<file path="config.mk">
export PLATFORM = sky130hd
export DESIGN_NAME = fu_pipe_arbiter
export DESIGN_NICKNAME = d
export VERILOG_FILES = /design/src/rtl/fu_pipe_arbiter.sv
export SDC_FILE = /design/constraint.sdc
export NUM_CORES = 1
export LEC_CHECK = 0
export ABC_AREA = 0
export CAP_MARGIN = 25
export CORE_MARGIN = 4
export CORE_UTILIZATION = 30
export DETAILED_ROUTE_END_ITERATION = 8
export GPL_TIMING_DRIVEN = 0
export MAX_ROUTING_LAYER = met4
export SYNTH_ARGS = -nofsm -noshare
export SYNTH_HDL_FRONTEND = slang
export SYNTH_SLANG_ARGS = --single-unit
</file>
<file path="constraint.sdc">
create_clock -name clk -period 2.3 [get_ports clk]
set_input_delay 0.345 -clock clk [delete_from_list [all_inputs] [get_ports clk]]
set_output_delay 0.345 -clock clk [all_outputs]
set_load 0.03 [all_outputs]
</file>
<file path="src/rtl/fu_pipe_arbiter.sv">
// rtl/fu_pipe_arbiter.sv - round-robin two-requester arbiter and sideband sequencer for an N-stage pipelined unit
module fu_pipe_arbiter #(
  parameter int N     = 5,
  parameter int TAG_W = 5,
  parameter int CNT_W = $clog2(N + 1)
) (
  input  logic             clk,
  input  logic             reset,
  input  logic             req0_valid,
  input  logic [TAG_W-1:0] req0_tag,
  output logic             req0_ready,
  input  logic             req1_valid,
  input  logic [TAG_W-1:0] req1_tag,
  output logic             req1_ready,
  input  logic             flush,
  output logic             pipe_enable,
  output logic             pipe_sel,
  output logic             out_valid,
  output logic             out_src,
  output logic [TAG_W-1:0] out_tag,
  input  logic             out_ready,
  output logic             busy,
  output logic [CNT_W-1:0] occupancy
);

  // Sideband stages shift toward index N-1, which faces the consumer.
  logic [N-1:0]            stage_valid;
  logic [N-1:0]            stage_src;
  logic [N-1:0][TAG_W-1:0] stage_tag;
  logic                    rr;
  logic [CNT_W-1:0]        occ;

  logic             stall;
  logic             can_grant;
  logic             grant0;
  logic             grant1;
  logic             grant_any;
  logic [TAG_W-1:0] grant_tag;
  logic             consumed;

  assign out_valid   = stage_valid[N-1];
  assign out_src     = stage_src[N-1];
  assign out_tag     = stage_tag[N-1];
  assign stall       = out_valid & ~out_ready;
  assign pipe_enable = ~stall;
  assign can_grant   = ~stall & ~flush;

  // rr only matters on contention; a lone requester always wins.
  assign grant0    = can_grant & req0_valid & (~req1_valid | ~rr);
  assign grant1    = can_grant & req1_valid & (~req0_valid | rr);
  assign grant_any = grant0 | grant1;
  assign grant_tag = grant1 ? req1_tag : req0_tag;

  assign req0_ready = grant0;
  assign req1_ready = grant1;
  assign pipe_sel   = grant_any ? grant1 : rr;

  assign consumed  = out_valid & out_ready;
  assign occupancy = occ;
  assign busy      = (occ != '0);

  always_ff @(posedge clk or negedge reset) begin
    if (!reset) begin
      stage_valid <= '0;
      stage_src   <= '0;
      stage_tag   <= '0;
      rr          <= 1'b0;
      occ         <= '0;
    end else if (flush) begin
      // Flush wins over stall; src/tag are left stale since valid gates them.
      stage_valid <= '0;
      occ         <= '0;
    end else if (!stall) begin
      stage_valid <= {stage_valid[N-2:0], grant_any};
      stage_src   <= {stage_src[N-2:0], grant1};
      stage_tag   <= {stage_tag[N-2:0], grant_tag};
      if (grant_any) begin
        rr <= ~grant1;
      end
      occ <= occ + CNT_W'(grant_any) - CNT_W'(consumed);
    end
  end

endmodule

</file>
; After elaboration in Yosys (flattened, before gate mapping)
; Cells that the tools add are included.
[word_totals]
register_bits = 39
latch_bits = 0
ram_bits = 0
romBits = 0
in_bits = 16
output_inout_bits = 15
wordCells = 38
n_memories = 0
[classes]
n_addsub = 2
multipliers = 0
div_mod_pow = 0
magnitude_cmp = 0
eq_ne = 1
n_shift = 0
muxes = 6
bitwise_logic = 17
reduce_logical = 3
[op_table]
columns = op, count
row1 = $mux 5, 3
row2 = $and 1x1->1, 7
row3 = $not 1->1, 7
row4 = $mux 3, 2
row5 = $add 3x1->3, 1
row6 = $or 1x1->1, 3
row7 = $reduce_and 3->1, 1
row8 = $reduce_bool 3->1, 1
row9 = $sub 3x1->3, 1
row10 = $ne 2x2->1 const B, 1
row11 = $reduce_and 2->1, 1
row12 = $mux 1, 1

; Depth between registers and ports, before layout
[depth]
depth_word = 11
depth_mapped = 12
depth_no_buf = 11

; Least setup slack after synthesis
; No wires, ideal clock.
[synth_timing]
kind = reg-to-reg
from = reg stage_valid[4]
to = reg occ[2], in the netlist occupancy[2]
arrival_time_ps = 2592
required_ps = 2222
path_slack_ps = -370
path_stages_with_launch = 13
synth_period_minus_slack_ps = 2670
path_cell_list = dfrtp_1 nor2b_1 buf_6 nor2_2 o21ai_0 ha_1 inv_1 ha_1 inv_1 fa_1 xnor2_1 or3_1 a21oi_1
[synth_between]
elab_chain_cells = 10
[synth_lines]
columns = item, line
row1 = from (decl), 27  ; logic [N-1:0] stage_valid;
row2 = from (signal assigned), 74  ; stage_valid <= {stage_valid[N-2:0], grant_any};
row3 = $and 1x1->1, 44  ; assign stall = out_valid & ~out_ready;
row4 = $not 1->1 (no source line), n/a
row5 = $and 1x1->1, 46  ; assign can_grant = ~stall & ~flush;
row6 = "$and 1x1->1, on equally long branches (2 in series)", "49, 50"
row7 = $or 1x1->1, 51  ; assign grant_any = grant0 | grant1;
row8 = $add 3x1->3, 80  ; occ <= occ + CNT_W'(grant_any) - CNT_W'(consumed);
row9 = $sub 3x1->3, 80
row10 = $mux 3, 73  ; end else if (!stall) begin
row11 = $mux 3, 69  ; end else if (flush) begin
row12 = to (signal assigned), 80
row13 = to (decl), 31  ; logic [CNT_W-1:0] occ;
; Several ways; a longest one is shown, not always the timed one. The select of a mux whose other input is x is not followed.
; A chain may end at the register's enable or synchronous reset.

; Worst setup path in the final report
[layout_timing]
from = in req0_valid
to = reg occ[2], in the netlist occupancy[2]
[layout_between]
elab_chain_cells = 8
[layout_lines]
columns = item, line
row1 = from (decl), 9  ; input logic req0_valid,
row2 = $not 1->1, 50  ; assign grant1 = can_grant & req1_valid & (~req0_valid | rr);
row3 = $or 1x1->1, 50
row4 = $and 1x1->1, 50
row5 = $or 1x1->1 (*), 51
row6 = $add 3x1->3 (*), 80
row7 = $sub 3x1->3 (*), 80
row8 = $mux 3 (*), 73
row9 = $mux 3 (*), 69
; Mark *: on every way between the ends. The rest lies on a longest branch, timed or not. The select of a mux whose other input is x is not followed.

==> Flow_metrics.wiki <==
{| class="wikitable"
! Metric !! Value
|-
| Post-Syn Nets || 160
|-
| Core area || 0.00592 sq mm
|-
| Maximum ir drop on the vdd rail || 0.000336 V
|-
| Number of buffers inserted during clock tree synthesis || 5
|-
| Count of flip-flops with a built-in enable after synthesis || 0
|-
| Shortest clock period the worst path allows after layout || 2.25 ns
|-
| Die Span X || 86.3 microns
|-
| GR met2 Demand/Resource || 15.2%
|-
| Slew at the pin closest to its max-slew limit || 0.861 ns
|-
| Synth Instances || 141
|-
| Yosys warning count || 0
|-
| Path class of the lowest-slack min-delay path || in2async
|-
| TNS Setup || 0 ns
|-
| Number of buffer cells added on primary ports || 28
|-
| Clock edge transition at the registers on the reported setup and hold paths || 0.08 ns
|-
| Wirelength, routed || 3530 microns
|-
| FFs w/ async S/R, synth || 100%
|-
| Number of vias per cell after detailed routing || 4.59
|-
| Share of final-layout standard cells stronger than drive strength 1 || 31.3%
|-
| Layout area overhead || 26.5%
|-
| Synth top cells by count || dfrtp_1 (39), mux2_4 (18), nand2_1 (9)
|-
| H-tree depth reported by CTS || 2
|-
| Overall via count from detail_route || 1166
|-
| Reg2Reg Depth || 11
|-
| Number of synthesized register bits || 39
|-
| Met1 Usage GRT || 14.5%
|-
| Critical-path maximum fanout || 6
|-
| Initial DRT Pass Iterations || 4
|-
| Max-cap violation count || 0
|-
| Global-route wire length before repair || 5980 microns
|-
| Most used standard cell by instance count after synthesis || dfrtp_1
|-
| Worst Setup SP || req0_valid
|-
| Chip Height || 86.3 microns
|-
| Routability congestion estimate from global placement || 0.810
|-
| N_diodes || 0
|-
| Reg2reg start || stage_valid[4]
|-
| Routed WL per cell || 13.9 microns
|-
| Cell with the biggest individual delay on the critical path || clkdlybuf4s50_1
|-
| Number of rows in the core area || 28
|-
| Stage delay of the slowest cell on the critical path || 0.61 ns
|-
| Max-slew violation total from the final report || 0
|-
| Minimum setup slack in the final design || 0.0528 ns
|-
| Non-Filler Instances || 254
|-
| Clk sinks || 39
|-
| Global-route layer with the greatest usage || met2
|-
| Sequential area share after synthesis || 53.1%
|-
| Total instance count after detailed placement || 244
|-
| Result of the run || complete, no violations
|-
| Register-to-register setup slack || 0.06 ns
|-
| Cell breakdown of the critical path || clkdlybuf4s50_1 -> o21ai_2 -> ha_1 -> inv_1 -> ha_1 -> inv_1 -> fa_2 -> xnor2_1 -> or3_1 -> a21oi_1
|-
| Most used DFF post-synth || dfrtp_1
|-
| Top post-synthesis cells by area || dfrtp_1 (53%), mux2_4 (15%), mux2_2 (3.7%), buf_6 (3.1%), a311o_1 (2.7%)
|-
| Max transition margin || 42.6%
|-
| Synthesized area per cell || 13.0 sq um
|-
| Fin nets || 197
|-
| Antenna violations before repair || 0
|-
| Tcrit/Tclk final || 97.7%
|-
| Power Total || 1.93 mW
|-
| Die Footprint || 0.00744 sq mm
|-
| Crit end category || register
|-
| Final worst hold slack || 0.155 ns
|-
| Number of DRC markers in iteration 0 || 53
|-
| Unique cell type count in the Yosys netlist || 30
|-
| Critical setup path kind || in2reg
|-
| Final Skew || 0.00522 ns
|-
| TritonCTS clock tree || built
|-
| Via count of the first global-routing pass || 1156
|-
| Hold buffer count at cts || 0
|-
| Final Hold Violating Endpoints || 0
|-
| Cell at the root of the clock tree || clkbuf_8
|-
| Unrepaired setup endpoints after global routing || yes
|-
| Cell type contributing the most total cell area after synthesis || dfrtp_1
|-
| Max Buffers Root-to-Sink || 2
|-
| Cell area power density || 830 mW/mm^2
|-
| DRC || 0
|-
| Maximum clock frequency || 445 MHz
|-
| Arr. time, crit path || 2.47 ns
|-
| Met3 Resource Use GR || 3.80%
|-
| Largest net degree at the start of global routing || 40
|-
| Count of antenna-violating nets left after detailed routing || 0
|-
| Share of the synthesized area in the top cell type || 53.1%
|-
| Initial standard-cell utilization of the core || 31.0%
|-
| Clock latency reported for the late side of the worst-skew pair || 0.30 ns
|-
| GRT overflow || 0
|-
| Pre-CTS setup slack || -0.629 ns
|-
| Top-level port count || 31
|-
| Required time of the worst setup path || 2.53 ns
|-
| Synth Cell Area || 0.00184 sq mm
|-
| Final setup fails || 0
|-
| Sum of net half-perimeters after detailed placement || 2420 microns
|-
| Cell leakage power || 1.02 nW
|-
| Total routing resource utilization after global routing || 11.0%
|-
| Element type at the critical path start || input port
|}
-- final timing paths --
check / to
setup reg to reg: occupancy[2]
hold reg to reg: stage_src[2]
hold / removal: stage_tag[10]
setup / recovery: occupancy[2]
min in group clk: stage_tag[4]
max in group asynchronous: stage_valid[4]
-- critical path: cells and delay by family --
kind	cells	cell delay [ns]
adders and majority gates	3	0.73
buffers and inverters	3	0.72
and+or+nand+nor	1	0.30
AOI/OAI and AO/OA	2	0.24
xor gates and xnor gates	1	0.13
-- stage by stage --
step                utilization [%]  cell area [sq um]
floorplan                         -               1850
detailed placement             37.6               2220
finish                         39.3               2330
global route                   39.3               2330
CTS                            39.1               2320
global placement               37.6               2230
-- state kept, by name (all words and copies together), names as in the netlist --
register,count
out_tag,5
stage_src,5
occupancy,3
stage_tag,20
stage_valid,5
rr,1
-- per-layer routing --
layer  vias to the layer above  share of wire, %
li1                        566                 -
met4                         0               1.7
met2                        30                45
met1                       566                48
met5                         -                 0
met3                         4               5.1
-- layout by cell type (no fill, tap or decap), drive strengths merged, types with 3 or more instances in the layout --
cell,synthesis,layout
dfrtp,39,39
mux2,24,24
clkdlybuf4s50,0,23
buf,13,16
nand2,10,10
a21oi,7,7
clkbuf,2,7
nor2,6,6
a21boi,5,5
a311o,5,5
o22a,5,5
inv,4,4
o21ai,4,4
a31oi,3,3
-- report_power, final --
part           leakage [nW]  total (mW)  switching, mW  internal, mW
sequential            0.463       0.898         0.0760         0.822
combinational         0.514       0.566          0.242         0.324
clock                0.0402       0.468          0.257         0.211
total                  1.02        1.93          0.575          1.36
-- timing repair --
item	in CTS	in global routing
resized for setup	7	1
pin swaps	2	0
gates cloned	0	0
setup endpoints to repair	6	2
endpoints found under the hold margin	0	0
setup buffers	2	1
-- cell type report --
type	count	area [sq um]
Clock inverter	3	20.0
Multi-Input combinational cell	83	747
Buffer	14	105
Fill cell	584	3590
Timing Repair Buffer	31	297
Sequential cell	39	977
Inverter	4	17.5
Tap cell	75	93.8
Clock buffer	5	68.8
-- cell families (layout without fill, tap and decap cells) --
kind of cell               after synthesis  after routing  synth area share, %
DFF                                     39             39                 53.1
AOI/OAI and AO/OA                       31             31                 12.0
muxes                                   24             24                 18.4
and+or+nand+nor                         24             24                 6.33
buffers and inverters                   19             57                 7.28
adders and majority gates                3              3                 2.45
xor gates and xnor gates                 1              1                0.477
Power figures use the tool's default switching activity.
